$ cat src/rtl/serial_adder.sv
`default_nettype none
// ============================================================================
// serial_adder : digit-serial WIDTH-bit adder, DIGIT bits per clock, LSB first
// Revision     : 1.0 - initial release
// ============================================================================
module serial_adder #(
    parameter int WIDTH = 8,
    parameter int DIGIT = 1
) (
    input  logic             clk,
    input  logic             rst_n,
    input  logic             start,
    input  logic [WIDTH-1:0] a,
    input  logic [WIDTH-1:0] b,
    input  logic             cin,
    output logic [WIDTH-1:0] sum,
    output logic             cout,
    output logic             ovf,
    output logic             busy,
    output logic             done
);

    localparam int STEPS   = WIDTH / DIGIT;
    localparam int c_CNT_W = (STEPS > 1) ? $clog2(STEPS) : 1;
    localparam logic [c_CNT_W-1:0] c_LAST = c_CNT_W'(STEPS - 1);

    if (WIDTH < 2) begin : g_bad_width
        $error("serial_adder: WIDTH must be at least 2");
    end
    if ((DIGIT < 1) || (DIGIT > WIDTH) || ((WIDTH % DIGIT) != 0)) begin : g_bad_digit
        $error("serial_adder: DIGIT must divide WIDTH exactly");
    end

    typedef enum logic [1:0] {
        S_IDLE = 2'd0,
        S_RUN  = 2'd1,
        S_DONE = 2'd2
    } state_t;

    state_t             r_state;
    state_t             w_state_nxt;
    logic [WIDTH-1:0]   r_a;
    logic [WIDTH-1:0]   r_b;
    logic [WIDTH-1:0]   r_sum;
    logic [WIDTH-1:0]   w_sum_nxt;
    logic [c_CNT_W-1:0] r_cnt;
    logic               r_carry;
    logic               r_cout;
    logic               r_ovf;
    logic               w_accept;
    logic               w_last;
    logic [DIGIT-1:0]   w_a_dig;
    logic [DIGIT-1:0]   w_b_dig;
    logic [DIGIT:0]     w_slice;

    assign w_accept = start && ((r_state == S_IDLE) || (r_state == S_DONE));
    assign w_last   = (r_cnt == c_LAST);
    assign w_a_dig  = r_a[DIGIT-1:0];
    assign w_b_dig  = r_b[DIGIT-1:0];
    assign w_slice  = {1'b0, w_a_dig} + {1'b0, w_b_dig} + {{DIGIT{1'b0}}, r_carry};

    always_ff @(posedge clk) begin
        if (!rst_n) begin
            r_state <= S_IDLE;
        end else begin
            r_state <= w_state_nxt;
        end
    end

    always_comb begin
        w_state_nxt = r_state;
        busy        = 1'b0;
        done        = 1'b0;
        case (r_state)
            S_IDLE: begin
                if (start) w_state_nxt = S_RUN;
            end
            S_RUN: begin
                busy = 1'b1;
                if (w_last) w_state_nxt = S_DONE;
            end
            S_DONE: begin
                done        = 1'b1;
                w_state_nxt = start ? S_RUN : S_IDLE;
            end
            default: w_state_nxt = S_IDLE;
        endcase
    end

    // Constant-index digit write keeps the select widths exact.
    always_comb begin
        w_sum_nxt = r_sum;
        for (int i = 0; i < STEPS; i++) begin
            if (r_cnt == c_CNT_W'(i)) begin
                w_sum_nxt[i*DIGIT +: DIGIT] = w_slice[DIGIT-1:0];
            end
        end
    end

    always_ff @(posedge clk) begin
        if (!rst_n) begin
            r_a     <= '0;
            r_b     <= '0;
            r_sum   <= '0;
            r_cnt   <= '0;
            r_carry <= 1'b0;
            r_cout  <= 1'b0;
            r_ovf   <= 1'b0;
        end else if (w_accept) begin
            r_a     <= a;
            r_b     <= b;
            r_carry <= cin;
            r_cnt   <= '0;
        end else if (r_state == S_RUN) begin
            r_sum   <= w_sum_nxt;
            r_carry <= w_slice[DIGIT];
            r_a     <= r_a >> DIGIT;
            r_b     <= r_b >> DIGIT;
            if (w_last) begin
                // The last digit carries the operand MSBs and the sum MSB.
                r_cnt  <= '0;
                r_cout <= w_slice[DIGIT];
                r_ovf  <= (w_a_dig[DIGIT-1] == w_b_dig[DIGIT-1]) &&
                          (w_slice[DIGIT-1] != w_a_dig[DIGIT-1]);
            end else begin
                r_cnt <= r_cnt + 1'b1;
            end
        end
    end

    assign sum  = r_sum;
    assign cout = r_cout;
    assign ovf  = r_ovf;

endmodule
`default_nettype wire

$ cat config.mk
export PLATFORM = sky130hd
export DESIGN_NAME = serial_adder
export DESIGN_NICKNAME = d
export VERILOG_FILES = /design/src/rtl/serial_adder.sv
export SDC_FILE = /design/constraint.sdc
export NUM_CORES = 1
export LEC_CHECK = 0
export ABC_AREA = 1
export CELL_PAD_IN_SITES_DETAIL_PLACEMENT = 0
export CELL_PAD_IN_SITES_GLOBAL_PLACEMENT = 2
export CORE_AREA = 4 4 75 77
export DETAILED_ROUTE_END_ITERATION = 10
export DIE_AREA = 0 0 79 81
export DONT_BUFFER_PORTS = 1
export GPL_TIMING_DRIVEN = 0
export PLACE_DENSITY = 0.85
export SYNTH_ARGS = -nofsm -noshare
export SYNTH_HDL_FRONTEND = slang
export SYNTH_SLANG_ARGS = --single-unit
$ cat constraint.sdc
create_clock -name clk -period 2 [get_ports clk]
set_clock_uncertainty 0.15 [all_clocks]
set_input_delay 0.4 -clock clk [delete_from_list [all_inputs] [get_ports clk]]
set_output_delay 0.4 -clock clk [all_outputs]
set_load 0.05 [all_outputs]
# Word-level counts from Yosys, hierarchy flattened

Index checks and enable logic that the tools add are counted.

Register bits after elaboration: 32
Bits in latches: 0
Memory bits (writable): 0
Memory bits (read-only): 0
Bits of input ports: 20
Logic and storage cells: 62
Memories: 0

Add/subtract/negate cells: 3
$mul: 0
Div/mod/pow operators: 0
Order comparisons: 0
Equality and inequality tests: 13
Shift operators: 0
Muxes and demuxes: 13
Bitwise logic cells: 2
Reduce and logical (&&, ||, !) cells: 16

Operators with widths:

| cell                  | count |
|---|---|
| $mux W8               | 4 |
| $reduce_and A3 Y1     | 8 |
| $eq A3 B3 Y1 const B  | 4 |
| $eq A3 B2 Y1 const B  | 2 |
| $pmux W2 S3           | 1 |
| $mux W1               | 5 |
| $mux W2               | 2 |
| $ne A2 B2 Y1 const B  | 2 |
| $add A3 B1 Y3 const B | 1 |
| $eq A3 B1 Y1 const B  | 1 |
| $logic_not A3 Y1      | 1 |
| $mux W3               | 1 |
| $add A1 B1 Y2         | 1 |
| $add A2 B1 Y2         | 1 |
| $eq A2 B1 Y1 const B  | 1 |
| $eq A2 B2 Y1 const B  | 1 |
| $logic_and A1 B1 Y1   | 2 |
| $logic_not A2 Y1      | 1 |
| $not A1 Y1            | 2 |
| $reduce_and A2 Y1     | 1 |
| $reduce_bool A2 Y1    | 1 |
| $reduce_or A2 Y1      | 1 |
| $eq A1 B1 Y1          | 1 |
| $logic_or A1 B1 Y1    | 1 |
| $ne A1 B1 Y1          | 1 |

# Longest topological paths before layout

Depth in word-level cells: 5
Depth in mapped cells: 8

# Least setup slack after synthesis

Ideal clock, no wire load.

Kind: register to output
Start: register r_state[1]
End: output done
Arrival: 1.196 ns
Data required time: 1.450 ns
Slack: 0.254 ns
Cell stages (with the launch flop): 4
Path buffers: 1
Cell sequence: dfxtp_1 -> inv_1 -> clkbuf_1 -> nor2_1

Longest elaborated chain between the ends: 2

RTL lines:

| item                   | line | RTL |
|---|---|---|
| from (decl)            | 40   | `state_t r_state;` |
| from (signal assigned) | 66   | `r_state <= w_state_nxt;` |
| $eq A2 B2 Y1           | 74   | `case (r_state)` |
| $mux W1                | 74   |  |
| to (decl)              | 20   | `output logic done` |

No other way between the ends.

# Worst setup path in the final report

Ends and elaborated chain as after synthesis.

==> flow_metrics.py <==
metrics = {
    "outcome": {
        "run_status": "completed",
    },
    "setup_path": {
        "setup.worst_path.start_class": "flop",
        "path_max_fanout": 10,
        "critical_path_arrival_ns": 1.29,
        "reg2reg_setup_slack_ns": 0.35,
        "required_ns": 1.45,
        "critPathLaunch": "r_state[1]",
        "r2r_start": "r_a[0]",
        "timing.critical_path.to_type": "primary output",
        "worst_setup_path_endpoint": "done",
        "terminus_of_the_critical_flop_to_flop_path": "ovf",
        "timing.reg2reg.worst_path_depth": 6,
        "crit_type": "reg -> out",
    },
    "global_route": {
        "grt_first_pass_wirelength_um": 6490,
        "grt_start_max_net_pins": 11,
        "grtUsageTotal_pct": 13.1,
        "antenna_found_initial": 0,
        "total_grt_overflow": 0,
        "grt_pass1_vias": 1404,
    },
    "synthesis": {
        "synth.avg_cell_area_um2": 6.79,
        "netlist_instances": 236,
        "yosys_warnings": 0,
        "synth.lib_cells_used.distinct": 16,
        "synth_nets": 263,
        "synthesis.area_um2": 1600,
        "synth.ff_latch_count": 32,
        "seq_area_frac_synth_pct": 40.0,
    },
    "clock_tree": {
        "clkLatencyLatePin_ns": 0.28,
        "clkTransAtPathRegs_ns": 0.07,
        "clock_path_buffers": 2,
        "cts_tree": "yes",
        "clock-root-buffer": "clkbuf_8",
        "numCtsBuffers": 5,
        "cts.htree.levels": 2,
        "hold_buffers": 0,
        "cts_sinks": 32,
        "cts_repair_resize_count": 2,
        "cts_post_setup_buffers_inserted": 0,
    },
    "cells_and_area": {
        "final-seq-area_um2": 641,
        "area_delta_synth_final_pct": 11.6,
        "final_net_count": 270,
        "post_route_cells_drive_above_1_share_pct": 10.2,
        "n_antenna_cell": 0,
        "fillerInstances": 598,
        "multi_input_area_um2": 766,
    },
    "floorplan": {
        "die_h_um": 81,
        "die_width_um": 79,
        "floorplan.core_area_um2": 5010,
        "fp-row-count": 26,
        "dieArea_um2": 6400,
        "effective_utilization_at_floorplan_pct": 32.0,
        "io_pins": 32,
    },
    "timing": {
        "fmax_ghz": 0.543,
        "timing_hold_violations_final": 0,
        "period_minus_slack_ns": 1.84,
        "setup-tns-final_ns": 0,
        "setup_violations": 0,
        "report.final.slew_viol_count": 0,
        "tightest_slew_ns": 0.533,
        "timing.slew.headroom_pct": 64.5,
        "setup_repair_after_global_routing_missed_its_margin": "false",
        "layout_worst_path_cycle_share_pct": 92.0,
    },
    "worst_hold_path": {
        "min_from": "b[7]",
        "hold_class": "in -> reg",
    },
    "power": {
        "worst_ir_drop_vdd_mv": 0.260,
        "report.power.total_mw": 1.46,
        "powerDensity_nw_per_um2": 815,
        "static-leakage-power_nw": 0.830,
    },
    "routing": {
        "detail_route.drc_violations": 0,
        "route.antenna.remaining_nets": 0,
        "post_drt_wl_per_cell_um": 12.1,
        "post_drt_via_cell_ratio": 4.48,
        "detailroute.via_count": 1407,
        "first_iter_violations": 40,
        "drt-total-wl_um": 3790,
        "drt-pass1-iter-count": 4,
    },
    "placed_design": {
        "io_buffer_count": 0,
        "place_congestion": 0.728,
        "detailedPlacementHpwl_um": 2710,
    },
    "run": {
        "drv.max_cap_violation_count": 0,
    },
}
[synth_stat cells]
master / number / area, um2
a21oi_1: 23 / 115
buf_2: 3 / 15.0
buf_4: 2 / 15.0
buf_6: 2 / 22.5
clkbuf_1: 4 / 15.0
dfxtp_1: 32 / 641
fa_1: 1 / 20.0
ha_1: 6 / 75.1
inv_1: 32 / 120
inv_2: 4 / 15.0
nand2_1: 51 / 191
nand2_2: 2 / 12.5
nand3_1: 33 / 165
nor2_1: 26 / 97.6
nor2_2: 5 / 31.3
o21ai_0: 10 / 50.1
[worst min path at each step]
stage	to	slack, ns	cells after the start
floorplan	r_a[7]	0.29	2
global placement	r_a[7]	0.31	2
detailed placement	r_a[7]	0.31	2
CTS	r_b[7]	0.10	2
global route	r_b[7]	0.12	2
finish	r_b[7]	0.11	2
[sequential cells by signal, indices dropped and copies added (netlist names)]
| signal | cells |
|---|---|
| r_b | 8 |
| r_cnt | 3 |
| cout | 1 |
| ovf | 1 |
| sum | 8 |
| r_carry | 1 |
| r_state | 2 |
| r_a | 8 |
[cells by family (layout without fill, tap and decap cells)]
logic type / after synthesis / after routing / share of synthesized area, %
AO/OA/AOI/OAI: 33 / 33 / 10.3
adder cells (fa/ha/maj): 7 / 7 / 5.94
buffers and inverters: 47 / 55 / 12.7
flip-flops: 32 / 32 / 40.0
AND/OR/NAND/NOR: 117 / 117 / 31.1
[layout make-up]
cell class                 instances  area share [%]
sequential                        32            35.9
buffer                            11            3.78
inverter                          36            7.56
clock buffer                       8            5.04
multi-input combinational        157            42.9
tap                               70            4.90
[worst max-delay path, stage by stage, from the launching register on]
cell,delay (ns)
dfxtp_1,0.32
inv_1,0.07
clkbuf_1,0.26
nor2_4,0.35
[report_power, final]
| part | internal (mW) | leakage (nW) | switching (mW) | total [mW] |
|---|---|---|---|---|
| sequential | 0.677 | 0.262 | 0.0383 | 0.715 |
| combinational | 0.0752 | 0.522 | 0.147 | 0.223 |
| clock | 0.281 | 0.0455 | 0.238 | 0.519 |
[per-layer routing]
layer	wire length, um	GRT usage [%]	part of all wire [%]
met1	1730	15.6	46
met2	1760	21.8	46
met3	232	4.32	6.1
met4	70	5.67	1.8
met5	0	0	0
[cell usage in the layout (no fill, tap or decap), drive strengths merged]
master / Yosys / layout
a21oi: 23 / 23
buf: 7 / 7
clkbuf: 4 / 12
dfxtp: 32 / 32
fa: 1 / 1
ha: 6 / 6
inv: 36 / 36
nand2: 53 / 53
nand3: 33 / 33
nor2: 31 / 31
o21ai: 10 / 10
[metrics by stage]
step / util [%] / cells / instance area (um2) / hold slack (ns) / setup WS [ns]
2_1_floorplan: - / 236 / 1600 / 0.290 / 0.254
3_3_place_gp: 33.7 / 306 / 1690 / 0.305 / 0.0867
3_5_place_dp: 33.7 / 306 / 1690 / 0.310 / 0.0753
4_1_cts: 35.7 / 314 / 1790 / 0.102 / 0.134
5_1_grt: 35.7 / 314 / 1790 / 0.124 / 0.0404
6_report: 35.7 / 314 / 1790 / 0.111 / 0.160
(Power assumes the default switching activity.)
